==> src/rtl/airi5c_hasti_initiator_if.sv <==
// Command/response stream plus AHB-Lite (HASTI) bus signals for the initiator.
// The master modport is the initiator side; the slave modport is the environment/responder side.
interface airi5c_hasti_initiator_if;
   logic        cmd_valid;
   logic        cmd_ready;
   logic [31:0] cmd_addr;
   logic        cmd_write;
   logic [2:0]  cmd_size;
   logic [31:0] cmd_wdata;
   logic        rsp_valid;
   logic [31:0] rsp_rdata;
   logic        rsp_error;
   logic [31:0] haddr;
   logic        hwrite;
   logic [2:0]  hsize;
   logic [2:0]  hburst;
   logic        hmastlock;
   logic [3:0]  hprot;
   logic [1:0]  htrans;
   logic [31:0] hwdata;
   logic [31:0] hrdata;
   logic        hready;
   logic        hresp;

   modport master (
      input  cmd_valid, cmd_addr, cmd_write, cmd_size, cmd_wdata, hrdata, hready, hresp,
      output cmd_ready, rsp_valid, rsp_rdata, rsp_error,
             haddr, hwrite, hsize, hburst, hmastlock, hprot, htrans, hwdata
   );

   modport slave (
      output cmd_valid, cmd_addr, cmd_write, cmd_size, cmd_wdata, hrdata, hready, hresp,
      input  cmd_ready, rsp_valid, rsp_rdata, rsp_error,
             haddr, hwrite, hsize, hburst, hmastlock, hprot, htrans, hwdata
   );
endinterface

==> src/rtl/airi5c_hasti_initiator.sv <==
// Pipelined HASTI master: one SINGLE/NONSEQ transfer per accepted command, response 3 cycles after accept.
// Commands stall while the address phase is blocked by hready or an ERROR is unwinding; responses have no backpressure.
module airi5c_hasti_initiator #(
   parameter logic [3:0] HPROT_VAL  = 4'b0011,
   parameter logic [2:0] HBURST_VAL = 3'b000
) (
   input  logic                            clk_i,
   input  logic                            nreset_i,
   airi5c_hasti_initiator_if.master        bus_io
);
   localparam logic [1:0] HTRANS_IDLE   = 2'b00;
   localparam logic [1:0] HTRANS_NONSEQ = 2'b10;

   typedef enum logic {ST_RUN = 1'b0, ST_ABORT = 1'b1} state_e;

   state_e      state_q, state_d;
   logic        aborting;
   logic        released_q;

   logic        aph_vld_q, aph_write_q;
   logic [31:0] aph_addr_q, aph_wdata_q;
   logic [2:0]  aph_size_q;

   logic        dph_vld_q, dph_write_q;
   logic [2:0]  dph_size_q;
   logic [1:0]  dph_lane_q;
   logic [31:0] dph_wdata_q;

   logic        rsp_vld_q, rsp_err_q;
   logic [31:0] rsp_rdata_q;

   logic        cmd_fire, advance, complete;
   logic [2:0]  cmd_size_eff;
   logic [31:0] rd_shift, rdata_lane, wdata_repl;

   // ERROR is two cycles: first cycle (hready=0) arms the abort, second (hready=1) ends it.
   always_comb begin
      state_d  = state_q;
      aborting = 1'b0;
      case (state_q)
         ST_RUN:   if (dph_vld_q && bus_io.hresp && !bus_io.hready) state_d = ST_ABORT;
         ST_ABORT: begin
            aborting = 1'b1;
            if (bus_io.hready) state_d = ST_RUN;
         end
         default:  state_d = ST_RUN;
      endcase
   end

   assign bus_io.cmd_ready = released_q && (!aph_vld_q || bus_io.hready) && !aborting;
   assign cmd_fire         = bus_io.cmd_valid && bus_io.cmd_ready;
   assign advance          = bus_io.hready && !aborting;
   assign complete         = dph_vld_q && bus_io.hready;
   assign cmd_size_eff     = (bus_io.cmd_size > 3'd2) ? 3'd2 : bus_io.cmd_size;

   always_comb begin
      rd_shift   = bus_io.hrdata >> {dph_lane_q, 3'b000};
      rdata_lane = rd_shift;
      wdata_repl = dph_wdata_q;
      case (dph_size_q)
         3'd0: begin
            rdata_lane = {24'd0, rd_shift[7:0]};
            wdata_repl = {4{dph_wdata_q[7:0]}};
         end
         3'd1: begin
            rdata_lane = {16'd0, rd_shift[15:0]};
            wdata_repl = {2{dph_wdata_q[15:0]}};
         end
         default: ;
      endcase
      if (dph_write_q) rdata_lane = 32'd0;
   end

   assign bus_io.htrans    = (aph_vld_q && !aborting) ? HTRANS_NONSEQ : HTRANS_IDLE;
   assign bus_io.haddr     = aph_addr_q;
   assign bus_io.hwrite    = aph_write_q;
   assign bus_io.hsize     = aph_size_q;
   assign bus_io.hburst    = HBURST_VAL;
   assign bus_io.hmastlock = 1'b0;
   assign bus_io.hprot     = HPROT_VAL;
   assign bus_io.hwdata    = wdata_repl;
   assign bus_io.rsp_valid = rsp_vld_q;
   assign bus_io.rsp_rdata = rsp_rdata_q;
   assign bus_io.rsp_error = rsp_err_q;

   always_ff @(posedge clk_i or negedge nreset_i) begin
      if (!nreset_i) begin
         state_q     <= ST_RUN;
         released_q  <= 1'b0;
         aph_vld_q   <= 1'b0;
         aph_write_q <= 1'b0;
         aph_addr_q  <= 32'd0;
         aph_wdata_q <= 32'd0;
         aph_size_q  <= 3'd0;
         dph_vld_q   <= 1'b0;
         dph_write_q <= 1'b0;
         dph_size_q  <= 3'd0;
         dph_lane_q  <= 2'd0;
         dph_wdata_q <= 32'd0;
         rsp_vld_q   <= 1'b0;
         rsp_err_q   <= 1'b0;
         rsp_rdata_q <= 32'd0;
      end else begin
         state_q    <= state_d;
         released_q <= 1'b1;

         // Abort completion retires DPH but keeps APH so it is re-issued next cycle.
         if (advance) begin
            dph_vld_q <= aph_vld_q;
            if (aph_vld_q) begin
               dph_write_q <= aph_write_q;
               dph_size_q  <= aph_size_q;
               dph_lane_q  <= aph_addr_q[1:0];
               dph_wdata_q <= aph_wdata_q;
            end
         end else if (aborting && bus_io.hready) begin
            dph_vld_q <= 1'b0;
         end

         if (cmd_fire) begin
            aph_vld_q   <= 1'b1;
            aph_addr_q  <= bus_io.cmd_addr;
            aph_write_q <= bus_io.cmd_write;
            aph_size_q  <= cmd_size_eff;
            aph_wdata_q <= bus_io.cmd_wdata;
         end else if (advance) begin
            aph_vld_q <= 1'b0;
         end

         rsp_vld_q <= complete;
         if (complete) begin
            rsp_err_q   <= bus_io.hresp;
            rsp_rdata_q <= rdata_lane;
         end
      end
   end
endmodule

==> src/flat_wrapper.sv <==
// flat-port wrapper written by rule: the top's interface ports become plain ports
module airi5c_hasti_initiator_flat 
#(
   parameter logic [3:0] HPROT_VAL  = 4'b0011,
   parameter logic [2:0] HBURST_VAL = 3'b000
)
  (clk_i, nreset_i, bus_io_cmd_valid, bus_io_cmd_addr, bus_io_cmd_write, bus_io_cmd_size, bus_io_cmd_wdata, bus_io_hrdata, bus_io_hready, bus_io_hresp, bus_io_cmd_ready, bus_io_rsp_valid, bus_io_rsp_rdata, bus_io_rsp_error, bus_io_haddr, bus_io_hwrite, bus_io_hsize, bus_io_hburst, bus_io_hmastlock, bus_io_hprot, bus_io_htrans, bus_io_hwdata);
  airi5c_hasti_initiator_if bus_io_i ();
  input  logic clk_i;
  input  logic nreset_i;
  input wire logic [$bits(bus_io_i.cmd_valid)-1:0] bus_io_cmd_valid;
  input wire logic [$bits(bus_io_i.cmd_addr)-1:0] bus_io_cmd_addr;
  input wire logic [$bits(bus_io_i.cmd_write)-1:0] bus_io_cmd_write;
  input wire logic [$bits(bus_io_i.cmd_size)-1:0] bus_io_cmd_size;
  input wire logic [$bits(bus_io_i.cmd_wdata)-1:0] bus_io_cmd_wdata;
  input wire logic [$bits(bus_io_i.hrdata)-1:0] bus_io_hrdata;
  input wire logic [$bits(bus_io_i.hready)-1:0] bus_io_hready;
  input wire logic [$bits(bus_io_i.hresp)-1:0] bus_io_hresp;
  output wire logic [$bits(bus_io_i.cmd_ready)-1:0] bus_io_cmd_ready;
  output wire logic [$bits(bus_io_i.rsp_valid)-1:0] bus_io_rsp_valid;
  output wire logic [$bits(bus_io_i.rsp_rdata)-1:0] bus_io_rsp_rdata;
  output wire logic [$bits(bus_io_i.rsp_error)-1:0] bus_io_rsp_error;
  output wire logic [$bits(bus_io_i.haddr)-1:0] bus_io_haddr;
  output wire logic [$bits(bus_io_i.hwrite)-1:0] bus_io_hwrite;
  output wire logic [$bits(bus_io_i.hsize)-1:0] bus_io_hsize;
  output wire logic [$bits(bus_io_i.hburst)-1:0] bus_io_hburst;
  output wire logic [$bits(bus_io_i.hmastlock)-1:0] bus_io_hmastlock;
  output wire logic [$bits(bus_io_i.hprot)-1:0] bus_io_hprot;
  output wire logic [$bits(bus_io_i.htrans)-1:0] bus_io_htrans;
  output wire logic [$bits(bus_io_i.hwdata)-1:0] bus_io_hwdata;
  assign bus_io_i.cmd_valid = bus_io_cmd_valid;
  assign bus_io_i.cmd_addr = bus_io_cmd_addr;
  assign bus_io_i.cmd_write = bus_io_cmd_write;
  assign bus_io_i.cmd_size = bus_io_cmd_size;
  assign bus_io_i.cmd_wdata = bus_io_cmd_wdata;
  assign bus_io_i.hrdata = bus_io_hrdata;
  assign bus_io_i.hready = bus_io_hready;
  assign bus_io_i.hresp = bus_io_hresp;
  assign bus_io_cmd_ready = bus_io_i.cmd_ready;
  assign bus_io_rsp_valid = bus_io_i.rsp_valid;
  assign bus_io_rsp_rdata = bus_io_i.rsp_rdata;
  assign bus_io_rsp_error = bus_io_i.rsp_error;
  assign bus_io_haddr = bus_io_i.haddr;
  assign bus_io_hwrite = bus_io_i.hwrite;
  assign bus_io_hsize = bus_io_i.hsize;
  assign bus_io_hburst = bus_io_i.hburst;
  assign bus_io_hmastlock = bus_io_i.hmastlock;
  assign bus_io_hprot = bus_io_i.hprot;
  assign bus_io_htrans = bus_io_i.htrans;
  assign bus_io_hwdata = bus_io_i.hwdata;
  airi5c_hasti_initiator #(.HPROT_VAL(HPROT_VAL), .HBURST_VAL(HBURST_VAL)) u_core (.clk_i(clk_i), .nreset_i(nreset_i), .bus_io(bus_io_i));
endmodule
==> config.mk <==
export PLATFORM = sky130hd
export DESIGN_NAME = airi5c_hasti_initiator_flat
export DESIGN_NICKNAME = d
export VERILOG_FILES = /design/src/rtl/airi5c_hasti_initiator_if.sv /design/src/rtl/airi5c_hasti_initiator.sv /design/src/flat_wrapper.sv
export SDC_FILE = /design/constraint.sdc
export NUM_CORES = 1
export LEC_CHECK = 0
export CAP_MARGIN = 15
export CORE_UTILIZATION = 46
export DETAILED_ROUTE_END_ITERATION = 10
export PLACE_DENSITY = 0.79
export SLEW_MARGIN = 20
export SYNTH_ARGS = -nofsm -noshare
export SYNTH_HDL_FRONTEND = slang
export SYNTH_SLANG_ARGS = --single-unit
export TNS_END_PERCENT = 1
==> constraint.sdc <==
create_clock -name clk_i -period 1.9 [get_ports clk_i]
set_input_delay 0.38 -clock clk_i [delete_from_list [all_inputs] [get_ports clk_i]]
set_output_delay 0.38 -clock clk_i [all_outputs]
set_load 0.03 [all_outputs]
Word level (Yosys, flattened, before mapping) --
Cells that the tools add are included.
Word-level totals: bits in registers 144, output and inout port bits 113, input bits 105, logic and storage cells 49
Cells by class: eq/ne operators 1, shifts and indexed selects 1, mux-type cells 13, reductions and logical operators 17, bitwise gates (word level) 1, magnitude comparators 1
Operators by type and width (number):
- 32-bit case mux with 2 select lines | 2
- 32-bit two-way mux | 1
- 32-bit by 5-bit right shift with 32-bit output | 1
- 1-bit logical AND | 9
- 1-bit two-way mux | 7
- 2-bit nonzero test | 2
- 3-bit by 1-bit equality test with 1-bit output (second input constant) | 1
- 3-bit by 2-bit greater-than comparator with 1-bit output (second input constant) | 1
- 1-bit zero test | 3
- 3-bit zero test | 1
- 3-bit two-way mux | 1
- 2-bit two-way mux | 1
- 1-bit case mux with 2 select lines | 1
- 2-bit AND reduction | 1
- 1-bit logical OR | 1
- 1-bit NOT | 1

Logic depth before layout (Yosys ltp) --
Gate-level depths: netlist (run 1).
depth in word-level cells 6, depth in mapped cells 6, mapped depth without buffers 3

Least setup slack after synthesis (run 1) --
OpenSTA, ideal clock, no wires.
path type register to output, from reg u_core.dph_size_q[1], to out bus_io_hwdata[29], arrival time 1.555 ns, cell stages (with the launch flop) 5, required time 1.520 ns, setup slack -0.035 ns, buffers on the path 1, cells stage by stage dfrtp_1 -> nor2_2 -> clkbuf_1 -> nor2_1 -> a21oi_1
Between the ends: cells in the longest elaborated chain, start to end 2, elaborated cells on any way between the ends 3, classes of those cells eq/ne: 1; mux: 1; reduce/logical: 1
Ends and longest elaborated chain:
- start: declaration | line airi5c_hasti_initiator.sv:25 | logic [2:0] dph_size_q;
- start signal: assignment | line airi5c_hasti_initiator.sv:112 | dph_size_q <= aph_size_q;
- 3-bit by 1-bit equality test with 1-bit output or 3-bit zero test (tied branches) | line airi5c_hasti_initiator.sv:60 | case (dph_size_q)
- 32-bit case mux with 2 select lines (*) | line airi5c_hasti_initiator.sv:60
- end: declaration | line flat_wrapper.sv:30 | output wire logic [$bits(bus_io_i.hwdata)-1:0] bus_io_hwdata;
Mark *: on every way between the ends. The rest lies on a longest branch, timed or not.

Worst setup path after layout (run 1) --
from reg u_core.dph_size_q[2], to out bus_io_hwdata[20]
The elaborated chain is that of the path after synthesis.

==> results.sh, run 1 <==
export IMPL_status="complete, but fails checks"
export IMPL_violations="setup timing"
export IMPL_vdd_ir_drop_max_mv=1.49
export IMPL_slew_headroom=0.614
export IMPL_io_pins=218
export IMPL_grt_util_all_layers=0.248
export IMPL_dp_hpwl_um=11800
export IMPL_power_leakage_nw=4.14
export IMPL_start_kind="flop"
export IMPL_crit_start="u_core.dph_size_q[2]"
export IMPL_core_area_um2=13300
export IMPL_critPathSlowestCell="dfrtp_2"
export IMPL_io_buffers=208
export IMPL_critPathCaptureType="output port"
export IMPL_synth_distinct_cells=30
export IMPL_hold_viol_final=0
export IMPL_clockBufferDepth=2
export IMPL_vias=4498
export IMPL_drt_iter0_drc=243
export IMPL_grt_pass1_wl_um=26600
export IMPL_final_area_um2=9420
export IMPL_synthMostInstantiatedCell="dfrtp_1"
export IMPL_synth_flop_cell="dfrtp_1"
export IMPL_path_buf_inv=2
export IMPL_tightest_slew_ps=577
export IMPL_rsz0062_at_grt="true"
export IMPL_drive_gt1_frac=0.326
export IMPL_clk_pin_slew_ps=60
export IMPL_avgRoutedWirePerCell_um=19.4
export IMPL_max_freq_mhz=462
export IMPL_dieArea_um2=14100
export IMPL_skew_ps=6.58
export IMPL_syn2layout_area_growth_pct=49.9
export IMPL_final_core_util=0.708
export IMPL_antenna_cells=0
export IMPL_antenna_found_initial=0
export IMPL_met3_usage=0.0766
export IMPL_nNetsFinal=773
export IMPL_numCtsBuffers=17
export IMPL_min_period_ps=2160
export IMPL_routed_wl_um=16600
export IMPL_synth_edf_count=0
export IMPL_syn_area_um2=6280
export IMPL_total_power_mw=15.9
export IMPL_max_cap_violations=0
export IMPL_worstSetupPathType="reg -> out"
export IMPL_syn_inst=452
export IMPL_synth_seq_cells=144
export IMPL_yosysTopAreaCellShare=0.574
export IMPL_synthTopCellsByCount="144 x dfrtp_1, 114 x mux2_2, 24 x mux2i_1, 20 x nand2_1, 19 x buf_4"
export IMPL_fin_crit_sh=1.14
export IMPL_met1_usage=0.314
export IMPL_cts_tree="done"
export IMPL_cp_arrival_ps=1780
export IMPL_max_stage_delay_ps=450
export IMPL_die_w_um=119
export IMPL_drtAntennaViolNets=0
export IMPL_r2r_slack_ps=150
export IMPL_worst_hold_path_type="in -> async"
export IMPL_yosysSeqAreaShare=0.574
export IMPL_path_cells="nor2_4 > buf_12 > mux2_2 > clkdlybuf4s15_2"
export IMPL_grt_pass1_vias=4828
export IMPL_synth_warnings=0
export IMPL_drv_slew=0
export IMPL_grt_busiest_layer="met2"
export IMPL_cts_sinks=144
export IMPL_postPlaceCellArea_um2=8640
export IMPL_routed_via_density=5.25
export IMPL_cts_root_buf="clkbuf_16"
export IMPL_num_rows=42
export IMPL_powerDensity_nw_per_um2=1690
export IMPL_fin_ws_ps=-263
export IMPL_netlist_top_cells_area="dfrtp_1 57%, mux2_2 20%, mux2i_1 3.8%, buf_4 2.3%, a22o_1 2.2%"
export IMPL_h_tree_depth=4
export IMPL_required_ps=1520
export IMPL_ys_async_sr_fraction=1.00
export IMPL_rr_startpoint="u_core.dph_size_q[2]"
export IMPL_synth_largest_area_cell="dfrtp_1"
export IMPL_cp_max_fo=7
export IMPL_avgSynthCellArea_um2=13.9
export IMPL_gp_congestion=0.881
export IMPL_crit_family="flip-flops"
export IMPL_final_setup_viol_count=24
export IMPL_dp_slack_ps=-199
export IMPL_use_met2=0.402
export IMPL_clock_latency_ps=420
export IMPL_initial_core_util=0.473
export IMPL_grt_ovfl_total=0
export IMPL_firstDrtPassIters=4
export IMPL_grt_max_degree=43
export IMPL_die_h_um=119
export IMPL_drc_errors=0
==> path summary, 6_finish.rpt <==
kind                                               endpoint  depth (start not counted)
worst max-delay path                      bus_io_hwdata[20]                          4
worst min-delay path                u_core.bus_io.haddr[21]                          2
worst max register to register  u_core.bus_io.rsp_rdata[18]                          5
min in group clk_i              u_core.bus_io.rsp_rdata[17]                          2
worst min register to register  u_core.bus_io.rsp_rdata[17]                          2
max in group asynchronous            u_core.bus_io.haddr[8]                          3
==> kinds of logic after synthesis <==
logic type,Yosys count,share of synthesized area
AO/OA/AOI/OAI,59,0.0721
buffers and inverters,49,0.0462
flip-flops,144,0.574
multiplexers,146,0.262
other,2,0.00120
AND/OR/NAND/NOR,52,0.0452
==> metrics by stage <==
step	std cells	TNS (ps)	hold WS [ps]
floorplan	460	-70.7	84.4
global route	857	-5950	486
finish	857	-4440	452
CTS	857	-4750	464
detailed placement	823	-4760	325
global placement	823	-2710	322
==> final cells by class <==
class / instances / area (um2)
Clock buffer: 21 / 470
Sequential cell: 144 / 3610
Fill cell: 925 / 3880
Clock inverter: 11 / 179
Timing Repair Buffer: 234 / 2420
Multi-Input combinational cell: 267 / 2500
Tap cell: 176 / 220
Inverter: 4 / 15.0
==> report_power, final <==
group	internal [mW]	switching (mW)
logic	3.51	3.92
clock network	2.31	1.28
registers	4.11	0.801
==> layer usage <==
layer | wire length (um) | vias up
met1 | 6880 | 2255
met5 | 0 | -
met4 | 341 | 0
met3 | 1180 | 25
met2 | 8200 | 189
li1 | - | 2029
==> layout by cell type (no fill, tap or decap), types with 2 or more instances in the layout <==
cell type,n
bufinv_16,4
dlygate4sd2_1,12
conb_1,10
nor2_2,3
a211o_1,8
dfrtp_2,2
inv_1,4
clkinvlp_4,2
nor2b_1,11
buf_4,17
mux2_4,16
clkbuf_8,3
nand2_1,19
mux2i_1,23
dfrtp_1,142
clkdlybuf4s15_2,6
o21ai_0,10
o2bb2ai_1,7
a21oi_1,4
clkbuf_16,17
buf_12,11
clkdlybuf4s50_1,168
a22o_1,16
nor2_1,9
buf_6,15
a32o_1,8
clkinv_4,4
mux2_2,106
a21oi_2,5
==> registers in the layout, indices dropped and copies added, names as in the netlist <==
signal / count
u_core.bus_io.rsp_error: 1
u_core.aph_wdata_q: 32
u_core.bus_io.hwrite: 1
u_core.aph_vld_q: 1
u_core.dph_write_q: 1
u_core.released_q: 1
u_core.bus_io.hsize: 3
u_core.bus_io.rsp_valid: 1
u_core.dph_wdata_q: 32
u_core.dph_vld_q: 1
u_core.bus_io.haddr: 32
u_core.dph_size_q: 3
u_core.state_q: 1
u_core.bus_io.rsp_rdata: 32
u_core.dph_lane_q: 2
==> what timing repair did <==
item                                    in CTS  in global routing
pin swaps                                    1                  1
hold endpoints to repair                    39                  0
setup buffers                                1                  0
endpoints found under the setup margin      37                 26
gates resized for setup                    108                 11
hold buffers                                 1                  0
No activity file was read; power rests on OpenSTA's default activity.
==> run 2: changes to the inputs <==
--- a/config.mk
+++ b/config.mk
@@ -8,7 +8,7 @@
 export CAP_MARGIN = 15
 export CORE_UTILIZATION = 46
 export DETAILED_ROUTE_END_ITERATION = 10
-export PLACE_DENSITY = 0.79
+export PLACE_DENSITY_LB_ADDON = 0.08
 export SLEW_MARGIN = 20
 export SYNTH_ARGS = -nofsm -noshare
 export SYNTH_HDL_FRONTEND = slang
==> results.sh, run 2 (synthesis results as in run 1) <==
export IMPL_numCtsBuffers=17
export IMPL_n_fill_cell=1001
export IMPL_drtAntennaViolNets=0
export IMPL_vias=4422
export IMPL_clk_pin_slew_ps=50
export IMPL_io_buffers=208
export IMPL_drt_iter0_drc=214
export IMPL_p_switching_mw=5.80
export IMPL_worstHoldStart="u_core.bus_io.rsp_rdata[21]"
export IMPL_final_core_util=0.704
export IMPL_reg2reg_to="u_core.bus_io.rsp_rdata[18]"
export IMPL_grt_util_all_layers=0.227
export IMPL_drive_gt1_frac=0.322
export IMPL_vdd_ir_drop_max_mv=1.11
export IMPL_antenna_found_initial=0
export IMPL_slew_headroom=0.638
export IMPL_rr_startpoint="u_core.dph_size_q[2]"
export IMPL_fin_ws_ps=-227
export IMPL_dp_slack_ps=-252
export IMPL_hold_viol_final=0
export IMPL_multi_input_area_um2=2500
export IMPL_crit_family="flip-flops"
export IMPL_die_w_um=119
export IMPL_worst_hold_path_type="reg -> reg"
export IMPL_cp_arrival_ps=1750
export IMPL_rsz0062_at_grt="true"
export IMPL_cts_sinks=144
export IMPL_h_tree_depth=4
export IMPL_violations="setup timing"
export IMPL_min_path_cells=2
export IMPL_mostFrequentLayoutCell="clkdlybuf4s50_1"
export IMPL_clockBufferDepth=2
export IMPL_path_cells="nor2_4 > clkbuf_16 > mux2_2 > buf_2"
export IMPL_max_freq_mhz=470
export IMPL_combPwrFrac=0.477
export IMPL_r2r_slack_ps=130
export IMPL_seqCellArea_um2=3610
export IMPL_critPathCaptureType="output port"
export IMPL_dieArea_um2=14100
export IMPL_io_pins=218
export IMPL_dp_hpwl_um=11000
export IMPL_required_ps=1520
export IMPL_pwr_share_clk=0.213
export IMPL_clock_latency_ps=410
export IMPL_pwr_share_seq=0.310
export IMPL_whs_ps=482
export IMPL_min_period_ps=2130
export IMPL_grt_pass1_wl_um=24500
export IMPL_num_rows=42
export IMPL_status="complete, but fails checks"
export IMPL_drc_errors=0
export IMPL_fin_crit_sh=1.12
export IMPL_core_area_um2=13300
export IMPL_routed_wl_um=15400
export IMPL_drv_slew=0
export IMPL_power_leakage_nw=4.15
export IMPL_cts_root_buf="clkbuf_16"
export IMPL_syn2layout_area_growth_pct=49.1
export IMPL_max_stage_delay_ps=440
export IMPL_cp_max_fo=5
export IMPL_skew_ps=4.61
export IMPL_critPathSlowestCell="dfrtp_2"
export IMPL_start_kind="flop"
export IMPL_grt_ovfl_total=0
export IMPL_powerDensity_nw_per_um2=1670
export IMPL_firstDrtPassIters=4
export IMPL_avgRoutedWirePerCell_um=17.9
export IMPL_antenna_cells=0
export IMPL_grt_pass1_vias=4674
export IMPL_hold_end="u_core.bus_io.rsp_rdata[21]"
export IMPL_tightest_slew_ps=541
export IMPL_path_buf_inv=2
export IMPL_initial_core_util=0.473
export IMPL_nNetsFinal=779
export IMPL_layout_cells_most_common_list="169 x clkdlybuf4s50_1, 142 x dfrtp_1, 104 x mux2_2, 24 x mux2i_1, 24 x buf_4"
export IMPL_final_setup_viol_count=24
export IMPL_ff2ff_path_depth=6
export IMPL_switching_share=0.371
export IMPL_gp_congestion=0.857
export IMPL_worstSetupPathType="reg -> out"
export IMPL_intPower_mw=9.83
export IMPL_routed_via_density=5.13
export IMPL_cts_tree="done"
export IMPL_grt_max_degree=53
export IMPL_max_cap_violations=0
export IMPL_die_h_um=119
-- run 2: cell types whose count changed in the layout (fill, tap and decap cells not counted), moves of 3 or more --
cell             previous run  this run
buf_12                     11         8
clkinv_4                    4         0
buf_2                       1         6
clkbuf_1                    1         5
buf_4                      17        24
clkdlybuf4s15_2             6         0
clkinv_2                    0         3
-- run 2: per-stage QoR --
step	std cells	power, mW	setup TNS (ps)	area [um2]
2_1_floorplan	460	9.08	-70.7	6310
3_3_place_gp	826	11.9	-5470	8630
3_5_place_dp	826	12.0	-7540	8630
4_1_cts	858	15.5	-4680	9270
5_1_grt	862	16.4	-5730	9360
6_report	862	15.6	-4340	9360
-- run 2: how the worst max path moves through the flow --
stage,startpoint,endpoint,slack (ps),depth (start not counted)
after floorplan,u_core.dph_size_q[1],bus_io_hwdata[29],-40,4
after global placement,u_core.dph_size_q[1],bus_io_hwdata[14],-200,4
after detailed placement,u_core.dph_size_q[0],bus_io_hwdata[13],-250,4
after CTS,u_core.dph_size_q[2],bus_io_hwdata[13],-280,4
after global routing,u_core.dph_size_q[2],bus_io_hwdata[22],-280,4
final,u_core.dph_size_q[2],bus_io_hwdata[23],-230,4
-- run 2: cell type report --
type | instances | area share
well taps | 176 | 0.0235
inverters | 4 | 0.00160
repair buffers | 240 | 0.259
multi-input cells | 267 | 0.267
clock buffers | 25 | 0.0518
clock inverters | 6 | 0.0112
flip-flops and latches | 144 | 0.385
-- run 2: power by group through the flow --
stage          logic, mW  clock network [mW]  registers (mW)
2_1_floorplan       3.53                   0            5.56
3_3_place_gp        7.11                   0            4.82
3_5_place_dp        7.18                   0            4.86
4_1_cts             7.24                3.40            4.83
5_1_grt             7.85                3.52            4.98
6_report            7.45                3.33            4.84
-- run 2: worst min-delay path, stage by stage (launching register included) --
cell     delay, ps
dfrtp_1        340
nand2_1         40
o21ai_0         60
-- run 2: layer usage --
metal | vias up | wire length (um) | share of wire | GRT usage
met5 | - | 0 | 0 | 0
met4 | 0 | 476 | 0.031 | 0.106
met3 | 32 | 959 | 0.062 | 0.0589
met2 | 168 | 7700 | 0.50 | 0.382
met1 | 2189 | 6270 | 0.41 | 0.273
li1 | 2033 | - | - | -
-- run 2: timing repair --
item | CTS | global route
resized for setup | 90 | 42
hold buffers | 1 | 0
cloned | 0 | 1
endpoints found under the setup margin | 35 | 27
endpoints found under the hold margin | 48 | 0
buffers inserted | 0 | 4
pin swaps | 1 | 2
